`config.mk`:
```
export PLATFORM = sky130hd
export DESIGN_NAME = ccff_chain_loader
export DESIGN_NICKNAME = d
export VERILOG_FILES = /design/src/rtl/ccff_chain_loader.sv
export SDC_FILE = /design/constraint.sdc
export NUM_CORES = 1
export LEC_CHECK = 0
export CAP_MARGIN = 30
export CORE_AREA = 2 2 79 58
export CTS_CLUSTER_SIZE = 14
export DETAILED_ROUTE_END_ITERATION = 8
export DIE_AREA = 0 0 81 60
export GPL_TIMING_DRIVEN = 0
export PLACE_DENSITY_LB_ADDON = 0.12
export RECOVER_POWER = 25
export SLEW_MARGIN = 20
export SYNTH_ARGS = -nofsm -noshare
export SYNTH_HDL_FRONTEND = slang
export SYNTH_SLANG_ARGS = --single-unit
```
`constraint.sdc`:
```
create_clock -name clk -period 2.1 [get_ports clk]
set_clock_uncertainty 0.15 [all_clocks]
set_input_delay 0.42 -clock clk [delete_from_list [all_inputs] [get_ports clk]]
set_output_delay 0.42 -clock clk [all_outputs]
set_load 0.1 [all_outputs]
```
`src/rtl/ccff_chain_loader.sv`:
```
// ccff_chain_loader: serializes host words LSB-first into the config flip-flop chain and checksums the displaced tail bits
module ccff_chain_loader #(
  parameter int DATA_W = 8,
  parameter int CHAIN_LEN = 64,
  parameter int CNT_W = $clog2(CHAIN_LEN + 1)
) (
  input  logic              clk,
  input  logic              reset,
  input  logic              start,
  input  logic              word_valid,
  input  logic [DATA_W-1:0] word_data,
  output logic              word_ready,
  output logic              ccff_head,
  output logic              ccff_shift_en,
  input  logic              ccff_tail,
  output logic              busy,
  output logic              done,
  output logic              tail_parity,
  output logic [CNT_W-1:0]  bits_shifted
);
  localparam int RW = $clog2(DATA_W + 1);
  typedef enum logic [1:0] {IDLE, LOAD, SHIFT, DONE} state_t;
  state_t state, state_nx;
  logic [DATA_W-1:0] sreg;
  logic [RW-1:0] rem, nb;
  logic [31:0] left;
  logic last;
  always_ff @(posedge clk or negedge reset)
    if (!reset) state <= IDLE;
    else state <= state_nx;
  always_comb begin
    left = 32'(CHAIN_LEN) - 32'(bits_shifted);
    nb = left < 32'(DATA_W) ? RW'(left) : RW'(DATA_W);
    last = rem == RW'(1);
    word_ready = state == LOAD;
    busy = state == LOAD || state == SHIFT;
    done = state == DONE;
    ccff_shift_en = state == SHIFT;
    ccff_head = state == SHIFT && sreg[0];
    state_nx = state == IDLE ? (start ? LOAD : IDLE) :
               state == LOAD ? (word_valid ? SHIFT : LOAD) :
               state == SHIFT ? (!last ? SHIFT : bits_shifted == CNT_W'(CHAIN_LEN - 1) ? DONE : LOAD) :
               IDLE;
  end
  // rem counts down the burst; the last shift of the chain exits straight to DONE
  always_ff @(posedge clk or negedge reset)
    if (!reset) begin
      sreg <= '0;
      rem <= '0;
      bits_shifted <= '0;
      tail_parity <= 1'b0;
    end else if (state == IDLE && start) begin
      bits_shifted <= '0;
      tail_parity <= 1'b0;
    end else if (state == LOAD && word_valid) begin
      sreg <= word_data;
      rem <= nb;
    end else if (state == SHIFT) begin
      sreg <= sreg >> 1;
      rem <= rem - RW'(1);
      bits_shifted <= bits_shifted + CNT_W'(1);
      tail_parity <= tail_parity ^ ccff_tail;
    end
endmodule

```
==> flow_summary.toml, run 1 <==
[global_routing]
grt.total_usage_pct = 13.4
grt_pass1_vias = 1030
overflow = 0
grt_pass1_wl_um = 4900
grt_antenna_before_repair = 0
grt_max_degree = 14

[worst_setup_path]
endpoint_kind = "output port"
arrival_ps = 1490
critPathKind = "reg2out"
worstPathRequired_ps = 1530
cp_max_fo = 2
start_kind = "flip-flop"
r2r_setup_slack_ps = 50
path_buf_inv = 1
crit-reg2reg-launch = "bits_shifted[2]"
cp_top_family = "buffers and inverters"
crit_chain = "dlygate4sd2_1"
cpPeakStageDelay_ps = 860
crit_slowest_cell = "dlygate4sd2_1"
crit_start = "tail_parity"

[floorplan]
die-width_um = 81
core-area_um2 = 4150
die-area_um2 = 4860
start_util_pct = 30.8
fp.dieH_um = 60
row_count = 20
ios = 26

[yosys]
yosysSeqAreaShare_pct = 43.1
synthTopCellsByCount = "nand2_1 (23), dfrtp_1 (22), nor2_1 (20)"
async_flop_share_pct = 100
ys_types = 35
syn_nets = 160
yosys_warnings = 0
synth_flop_cell = "dfrtp_1"
synth_area_um2 = 1280
yosys.area.top_type = "dfrtp_1"
syn_inst = 139
synth.most_common_cell = "nand2_1"
syn_avg_cell_area_um2 = 9.19
synth-seq-cells = 22
netlist.area_leader.share_pct = 43.1
synth_edf_count = 0
synth_area_leaders = "dfrtp_1 (43%), ha_1 (7.8%), nand2_1 (6.8%)"

[clock_tree]
clock_path_buffers = 2
ctsHtreeMaxLevel = 1
root_buffer = "clkbuf_8"
cts_setup_buffers = 0
clk_pin_slew_ps = 90
cts_tree = "done"
numCtsBuffers = 3
ctsHoldBuffers = 0
cts_sinks = 22
insertion_delay_ps = 270

[timing]
finalSetupViolations = 0
finalSetupTns_ps = 0
maxSlewHeadroom_pct = 36.5
rsz0062_at_grt = "true"
maxSlewViolCount = 0
worst_slew_pin_slew_ps = 957
fin_crit_sh_pct = 97.9
finalHoldViolCount = 0
fmax_ghz = 0.486
period_minus_slack_ps = 2060

[detailed_routing]
first_pass_iters = 4
drt_iter0_markers = 89
wirelength_um = 2960
drc = 0
ant_nets = 0
viasPerCell = 4.74
wl_per_cell_um = 13.2
vias = 1061

[finish]
drive_gt1_share_pct = 21.3
num_antenna_cells = 0
nets = 191
final_cells = 224
synthToLayoutAreaGrowth_pct = 35.4

[worst_hold_path]
worstHoldStart = "sreg[7]"
hp-class = "reg2reg"

[place]
gp_congestion = 0.773
place.port_buffers = 25
dp.final_hpwl_um = 2170
place_inst = 220

[power_and_ir_drop]
power_leakage_nw = 0.711
power.density_nw_per_um2 = 1260
ir_drop_mv = 0.898
totalPowerFinal_mw = 2.18

[job]
drv_cap = 0

[outcome]
status = "completed"
==> flip-flops by register name, summed over array words and instances, names as in the netlist <==
register	cells
bits_shifted	7
rem	4
sreg	8
state	2
tail_parity	1
==> cell type report <==
class	count	area [um^2]
plain buffers	7	37.5
clock buffers	3	41.3
clock inverters	1	30.0
fillers	421	2420
inverters	7	26.3
multi-input cells	103	722
flip-flops and latches	22	559
well taps	55	68.8
repair buffers	26	244
==> where the power goes <==
group	switching (mW)	internal, mW	leakage (nW)	total (mW)
registers	0.108	0.563	0.266	0.671
logic	0.760	0.347	0.409	1.11
clock network	0.143	0.255	0.0357	0.398
==> cell usage in the layout (no fill, tap or decap), types with 2 or more instances in the layout <==
cell type        count
clkdlybuf4s15_2      6
buf_2                3
ha_1                 6
dfrtp_1             17
nor3_1               3
dfrtp_2              4
nand4_1              3
ha_4                 2
a21oi_1              2
dlygate4sd2_1        2
nand3_1              2
clkdlybuf4s50_1     11
xor2_1               8
o21ai_0              3
clkbuf_1             4
inv_1                6
clkbuf_4             2
nor2_1              20
o221ai_1             2
clkbuf_2             2
a31oi_1              7
clkbuf_8             3
and2_1               2
nand2_1             23
==> cells by family (layout without fill, tap and decap cells) <==
kind of cell / count (synthesis) / in the layout / synth area share [%]
buffers and inverters: 14 / 44 / 4.70
AOI/OAI and AO/OA: 24 / 24 / 15.3
xor gates and xnor gates: 9 / 9 / 6.17
and+or+nand+nor: 62 / 62 / 22.9
DFF: 22 / 22 / 43.1
adders and majority gates: 8 / 8 / 7.84
==> layer usage <==
metal	track usage, %	share of wire, %
met1	19.7	54
met2	20.1	41
met3	3.32	4.2
met4	2.91	0.54
met5	0	0
==> worst paths after layout <==
check	to	cells after the start
worst max-delay path	tail_parity	1
worst min-delay path	sreg[7]	1
worst max register to register	rem[3]	5
worst min register to register	sreg[7]	1
max in group asynchronous	bits_shifted[2]	2
min in group asynchronous	rem[0]	1
==> stage by stage <==
stage	setup slack [ps]	util, %	cell area [um^2]	hold slack, ps
3_5_place_dp	-405	39.9	1660	337
4_1_cts	-4.30	41.3	1720	356
2_1_floorplan	-96.9	-	1320	-25.6
6_report	43.2	41.6	1730	352
5_1_grt	-19.2	41.6	1730	403
3_3_place_gp	-400	39.5	1640	329
==> worst register-to-register path, stage by stage, from the launching register on <==
cell and delay, ps:
dfrtp_4 480, buf_6 140, or4_4 520, o22ai_4 180, o2111ai_4 180, o221a_1 290
==> timing repair <==
item / in CTS / in global routing
setup endpoints to repair: 15 / 15
gates resized for setup: 41 / 12
pin swaps: 0 / 2
No activity file was read; power rests on OpenSTA's default activity.
==> run 2: changes to the inputs <==
--- a/config.mk
+++ b/config.mk
@@ -13,6 +13,7 @@
 export GPL_TIMING_DRIVEN = 0
 export PLACE_DENSITY_LB_ADDON = 0.12
 export RECOVER_POWER = 25
+export SETUP_SLACK_MARGIN = 0.4
 export SLEW_MARGIN = 20
 export SYNTH_ARGS = -nofsm -noshare
 export SYNTH_HDL_FRONTEND = slang
==> run 2 against run 1 <==
Hold slack got worse by 1.8 ps; clock power fell by 30%; non-clock buffer count grew 22; via count increased by 13%; setup slack improved by 60 ps; final cell count increased by 9.8%; final area grew 20%; combinational power rose by 42%; sequential share of layout area is 5.2 points lower; sequential power hardly changed; fmax grew 3.0%; largest cell class unchanged; largest power group unchanged.
==> flow_summary.toml, run 2 (same netlist as run 1, synthesis figures left out) <==
[clock_tree]
clk_pin_slew_ps = 90
cts_sinks = 22
ctsHoldBuffers = 0
ctsHtreeMaxLevel = 1
cts_tree = "done"
numCtsBuffers = 3
insertion_delay_ps = 270
root_buffer = "clkbuf_8"
clock_path_buffers = 2

[floorplan]
start_util_pct = 30.8
die-width_um = 81
row_count = 20
ios = 26
core-area_um2 = 4150
die-area_um2 = 4860
fp.dieH_um = 60

[power_and_ir_drop]
p_int_mw = 1.40
p_clk_share_pct = 11.0
p_comb_share_pct = 62.5
p_seq_share_pct = 26.5
swShare_pct = 44.6
power.density_nw_per_um2 = 1220
ir_drop_mv = 0.733
switchingPower_mw = 1.13
power_leakage_nw = 0.887

[worst_setup_path]
crit-reg2reg-launch = "bits_shifted[2]"
critPathKind = "reg2reg"
crit_slowest_cell = "or4_4"
cp_max_fo = 4
cpPeakStageDelay_ps = 490
endpoint_kind = "flip-flop"
cp-endpoint = "rem[1]"
r2r_setup_slack_ps = 100
crit_start = "bits_shifted[2]"
cp.depth = 6
worstRegToRegCells = 6
cp_top_family = "simple AND/OR/NAND/NOR gates"
start_kind = "flip-flop"
rr_endpoint = "rem[1]"
path_buf_inv = 3
arrival_ps = 2000
cp_common_cell = "buf_4"
worstPathRequired_ps = 2110
crit_chain = "buf_6, or4_4, buf_4, o2111ai_4, buf_4, o221ai_2"

[timing]
fmax_ghz = 0.501
period_minus_slack_ps = 2000
worst_slew_pin_slew_ps = 871
finalSetupTns_ps = 0
maxSlewViolCount = 0
fin_ws_ps = 104
rsz0062_at_grt = "true"
finalSetupViolations = 0
maxSlewHeadroom_pct = 41.9
finalHoldViolCount = 0
fin_crit_sh_pct = 95.1

[detailed_routing]
ant_nets = 0
wirelength_um = 3460
routed.top_layer = "met4"
wl_per_cell_um = 14.1
met1_length_um = 1700
first_pass_iters = 4
drt_iter0_markers = 78
met3_wirelength_um = 124
vias = 1200
viasPerCell = 4.88
drc = 0
wl_met2_um = 1590

[finish]
num_antenna_cells = 0
fill_cells = 389
final_cell_mix = "nor2_1 (19), nand2_1 (19), buf_4 (15), dfrtp_1 (15), buf_6 (11)"
registers.top_by_ff_count = "sreg"
reg_top3 = "sreg (8), bits_shifted (7), rem (4)"
synthToLayoutAreaGrowth_pct = 62.2
largest_reg_flops = 8
final_cells = 246
drive_gt1_share_pct = 40.3
nets = 213

[place]
place_inst = 220
pre_cts_ws_ps = -419
dp.final_hpwl_um = 2220
gp_congestion = 0.761
place.port_buffers = 25

[global_routing]
grt_max_degree = 16
grt_antenna_before_repair = 0
grt.total_usage_pct = 14.7
grt_pass1_wl_um = 5410
grt_pass1_vias = 1150
overflow = 0

[job]
drv_cap = 0

[worst_hold_path]
hp-class = "in2async"

[outcome]
status = "completed"
## run 2: cell types whose count changed in the layout (fill, tap and decap cells not counted), sizes merged
cell,previous run,this run
clkdlybuf4s50,11,10
clkdlybuf4s15,7,0
bufinv,1,0
dlygate4sd2,2,1
buf,4,36
## run 2: timing repair
action                     in CTS  in global routing
setup endpoints to repair      23                 25
gates cloned                    1                  1
gates resized for setup        95                 33
pin swaps                       4                 10
buffers inserted               10                 10
## run 2: worst min-delay path by stage
stage / startpoint / end / cells after the start
after floorplan: reset / bits_shifted[0] / 0
after global placement: sreg[7] / sreg[7] / 1
after detailed placement: sreg[7] / sreg[7] / 1
after CTS: reset / bits_shifted[3] / 1
after global routing: reset / bits_shifted[3] / 1
final: reset / bits_shifted[3] / 1
## run 2: worst reg2reg max path, stage by stage (launching register included)
cell and delay, ps:
dfrtp_4 480, buf_6 120, or4_4 490, buf_4 160, o2111ai_4 250, buf_4 170
o221ai_2 70
## run 2: routing by layer
metal | vias to the layer above | GRT usage [%]
met5 | - | 0
met4 | 0 | 4.36
met2 | 20 | 22.0
li1 | 584 | -
met1 | 589 | 21.0
met3 | 7 | 3.93
## run 2: power groups by stage
| stage | Clock [mW] | Combinational (mW) | Sequential (mW) |
|---|---|---|---|
| after floorplan | 0 | 0.817 | 0.772 |
| after CTS | 0.295 | 1.39 | 0.665 |
| final | 0.279 | 1.58 | 0.670 |
| after global routing | 0.310 | 1.70 | 0.695 |
| after detailed placement | 0 | 1.16 | 0.684 |
| after global placement | 0 | 1.13 | 0.676 |
## run 2: layout make-up
type / count / area [um^2] / area share (%)
clock buffer: 4 / 45.0 / 2.17
tap: 55 / 68.8 / 3.32
multi-input combinational: 103 / 802 / 38.7
timing repair buffer: 48 / 502 / 24.2
sequential: 22 / 562 / 27.1
buffer: 7 / 61.3 / 2.96
inverter: 7 / 31.3 / 1.51
## run 2: stage by stage
| step | util [%] | area [um^2] | hold slack, ps | power [mW] |
|---|---|---|---|---|
| 3_5_place_dp | 40.9 | 1700 | 335 | 1.84 |
| 6_report | 49.9 | 2070 | 350 | 2.53 |
| 3_3_place_gp | 40.2 | 1670 | 334 | 1.80 |
| 2_1_floorplan | - | 1350 | -25.6 | 1.59 |
| 5_1_grt | 49.9 | 2070 | 364 | 2.70 |
| 4_1_cts | 45.2 | 1880 | 330 | 2.35 |
==> run 3: changes to the inputs <==
--- a/config.mk
+++ b/config.mk
@@ -6,10 +6,10 @@
 export NUM_CORES = 1
 export LEC_CHECK = 0
 export CAP_MARGIN = 30
-export CORE_AREA = 2 2 79 58
+export CORE_AREA = 5 5 67 51
 export CTS_CLUSTER_SIZE = 14
 export DETAILED_ROUTE_END_ITERATION = 8
-export DIE_AREA = 0 0 81 60
+export DIE_AREA = 0 0 72 56
 export GPL_TIMING_DRIVEN = 0
 export PLACE_DENSITY_LB_ADDON = 0.12
 export RECOVER_POWER = 25
==> run 3 against run 2 <==
Non-clock buffer count fell by 11; sequential cell count did not move; first-iteration DRC count fell by 22%; global-route usage rose by 1.9 points; final cell count fell by 13%; clock power fell by 6%; critical endpoint is now rem[3]; largest cell class unchanged.
==> flow_summary.toml, run 3 (same netlist as run 1, synthesis figures left out) <==
[outcome]
status = "completed"

[global_routing]
use_met3_pct = 4.33
grt_use_met2_pct = 25.4
grt.total_usage_pct = 16.6
gr-usage-met1_pct = 22.7
grt_pass1_wl_um = 5260
grt_max_degree = 13
grt_antenna_before_repair = 0
overflow = 0
grt_pass1_vias = 1124
grt.busiest_layer = "met2"

[finish]
final_common_cell = "nand2_1"
registers.top_by_ff_count = "sreg"
fill_cells = 193
synthToLayoutAreaGrowth_pct = 50.5
num_antenna_cells = 0
reg_top3 = "sreg (8), bits_shifted (7), rem (4)"
nets = 202
utilization_pct = 71.7
finalInstanceArea_um2 = 1920
drive_gt1_share_pct = 38.0
largest_reg_flops = 8
final_cell_mix = "nand2_1 (22), dfrtp_1 (15), nor2_1 (14)"

[power_and_ir_drop]
totalPowerFinal_mw = 2.44
power_leakage_nw = 0.794
p_seq_share_pct = 27.9
p_int_mw = 1.31
p_comb_share_pct = 61.4
power.density_nw_per_um2 = 1270
switchingPower_mw = 1.12
p_clk_share_pct = 10.7
swShare_pct = 46.1
ir_drop_mv = 0.768

[worst_hold_path]
hp-class = "reg2reg"
min_path_cells = 1
worstHoldStart = "sreg[7]"
hold_end = "sreg[7]"

[worst_setup_path]
arrival_ps = 2030
cp_top_family = "compound AO/OA/AOI/OAI gates"
rr_endpoint = "rem[3]"
start_kind = "flip-flop"
worstRegToRegCells = 5
crit-reg2reg-launch = "bits_shifted[2]"
crit_slowest_cell = "or4_4"
endpoint_kind = "flip-flop"
critPathKind = "reg2reg"
r2r_setup_slack_ps = 80
worstPathRequired_ps = 2110
path_buf_inv = 1
crit_chain = "buf_6, or4_4, o22ai_4, o2111ai_4, o221a_1"
cp_max_fo = 4
cpPeakStageDelay_ps = 490

[detailed_routing]
drt_iter0_markers = 61
wl_per_cell_um = 16.1
drc = 0
wirelength_um = 3470
first_pass_iters = 4
vias = 1174
viasPerCell = 5.46
ant_nets = 0

[timing]
rsz0062_at_grt = "true"
maxSlewViolCount = 0
fmax_ghz = 0.495
fin_ws_ps = 79.2
fin_crit_sh_pct = 96.2
period_minus_slack_ps = 2020
maxSlewHeadroom_pct = 52.6
finalSetupViolations = 0
worst_slew_pin_slew_ps = 710
hold_ws_ps = 365
finalHoldViolCount = 0

[job]
drv_cap = 0

[floorplan]
core-area_um2 = 2680
row_count = 16
fp.dieH_um = 56
die-width_um = 72
ios = 26
start_util_pct = 47.6
die-area_um2 = 4030

[clock_tree]
ctsHtreeMaxLevel = 1
ctsHoldBuffers = 0
insertion_delay_ps = 260
root_buffer = "clkbuf_8"
numCtsBuffers = 3
clk_pin_slew_ps = 80
cts_tree = "done"
clock_path_buffers = 2
cts_sinks = 22

[place]
pre_cts_ws_ps = -422
placed_area_um2 = 1660
gp_congestion = 0.812
place.port_buffers = 25
dp.final_hpwl_um = 2200
run 3: changes by cell type in the layout (fill, tap and decap cells not counted), moves of 2 or more:
cell     previous run  this run
nand2_1            19        22
nor2_2              1         6
buf_4              15        10
buf_6              11         6
nand2_4             2         0
nor2_1             19        14
run 3: repair_timing:
item,in CTS,in global routing
pin swaps,3,6
buffers inserted,7,4
setup endpoints to repair,26,22
resized for setup,91,31
endpoints found under the hold margin,0,0
run 3: power by group through the flow:
| stage | Clock, mW | Combinational (mW) | Sequential, mW |
|---|---|---|---|
| global route | 0.294 | 1.60 | 0.698 |
| floorplan | 0 | 0.817 | 0.772 |
| finish | 0.261 | 1.50 | 0.680 |
| CTS | 0.271 | 1.32 | 0.665 |
| detailed placement | 0 | 1.14 | 0.681 |
| global placement | 0 | 1.12 | 0.674 |
run 3: final cells by class:
type	count	area (um^2)	share of cell area, %
multi-input combinational	103	798	41.5
sequential	22	562	29.2
timing repair buffer	37	389	20.2
buffer	7	61.3	3.19
tap	36	45.0	2.34
clock buffer	3	41.3	2.15
inverter	7	26.3	1.37
run 3: how the worst max path moves through the flow:
stage	cells past startpoint	startpoint	slack, ps	endpoint
2_1_floorplan	5	bits_shifted[2]	-100	rem[3]
3_3_place_gp	4	state[0]	-400	ccff_head
3_5_place_dp	4	state[0]	-420	ccff_head
4_1_cts	5	bits_shifted[2]	90	rem[3]
5_1_grt	5	bits_shifted[2]	20	rem[3]
6_report	5	bits_shifted[2]	80	rem[3]
run 3: metrics by stage:
| stage | instances | setup TNS, ps |
|---|---|---|
| 4_1_cts | 211 | 0 |
| 6_report | 215 | 0 |
| 3_5_place_dp | 201 | -2520 |
| 3_3_place_gp | 200 | -2230 |
| 2_1_floorplan | 139 | -109 |
| 5_1_grt | 215 | 0 |
run 3: metal layers:
| metal | part of all wire (%) | routed length, um |
|---|---|---|
| met1 | 44 | 1530 |
| met2 | 50 | 1720 |
| met3 | 5.2 | 179 |
| met4 | 1.2 | 40 |
| met5 | 0 | 0 |
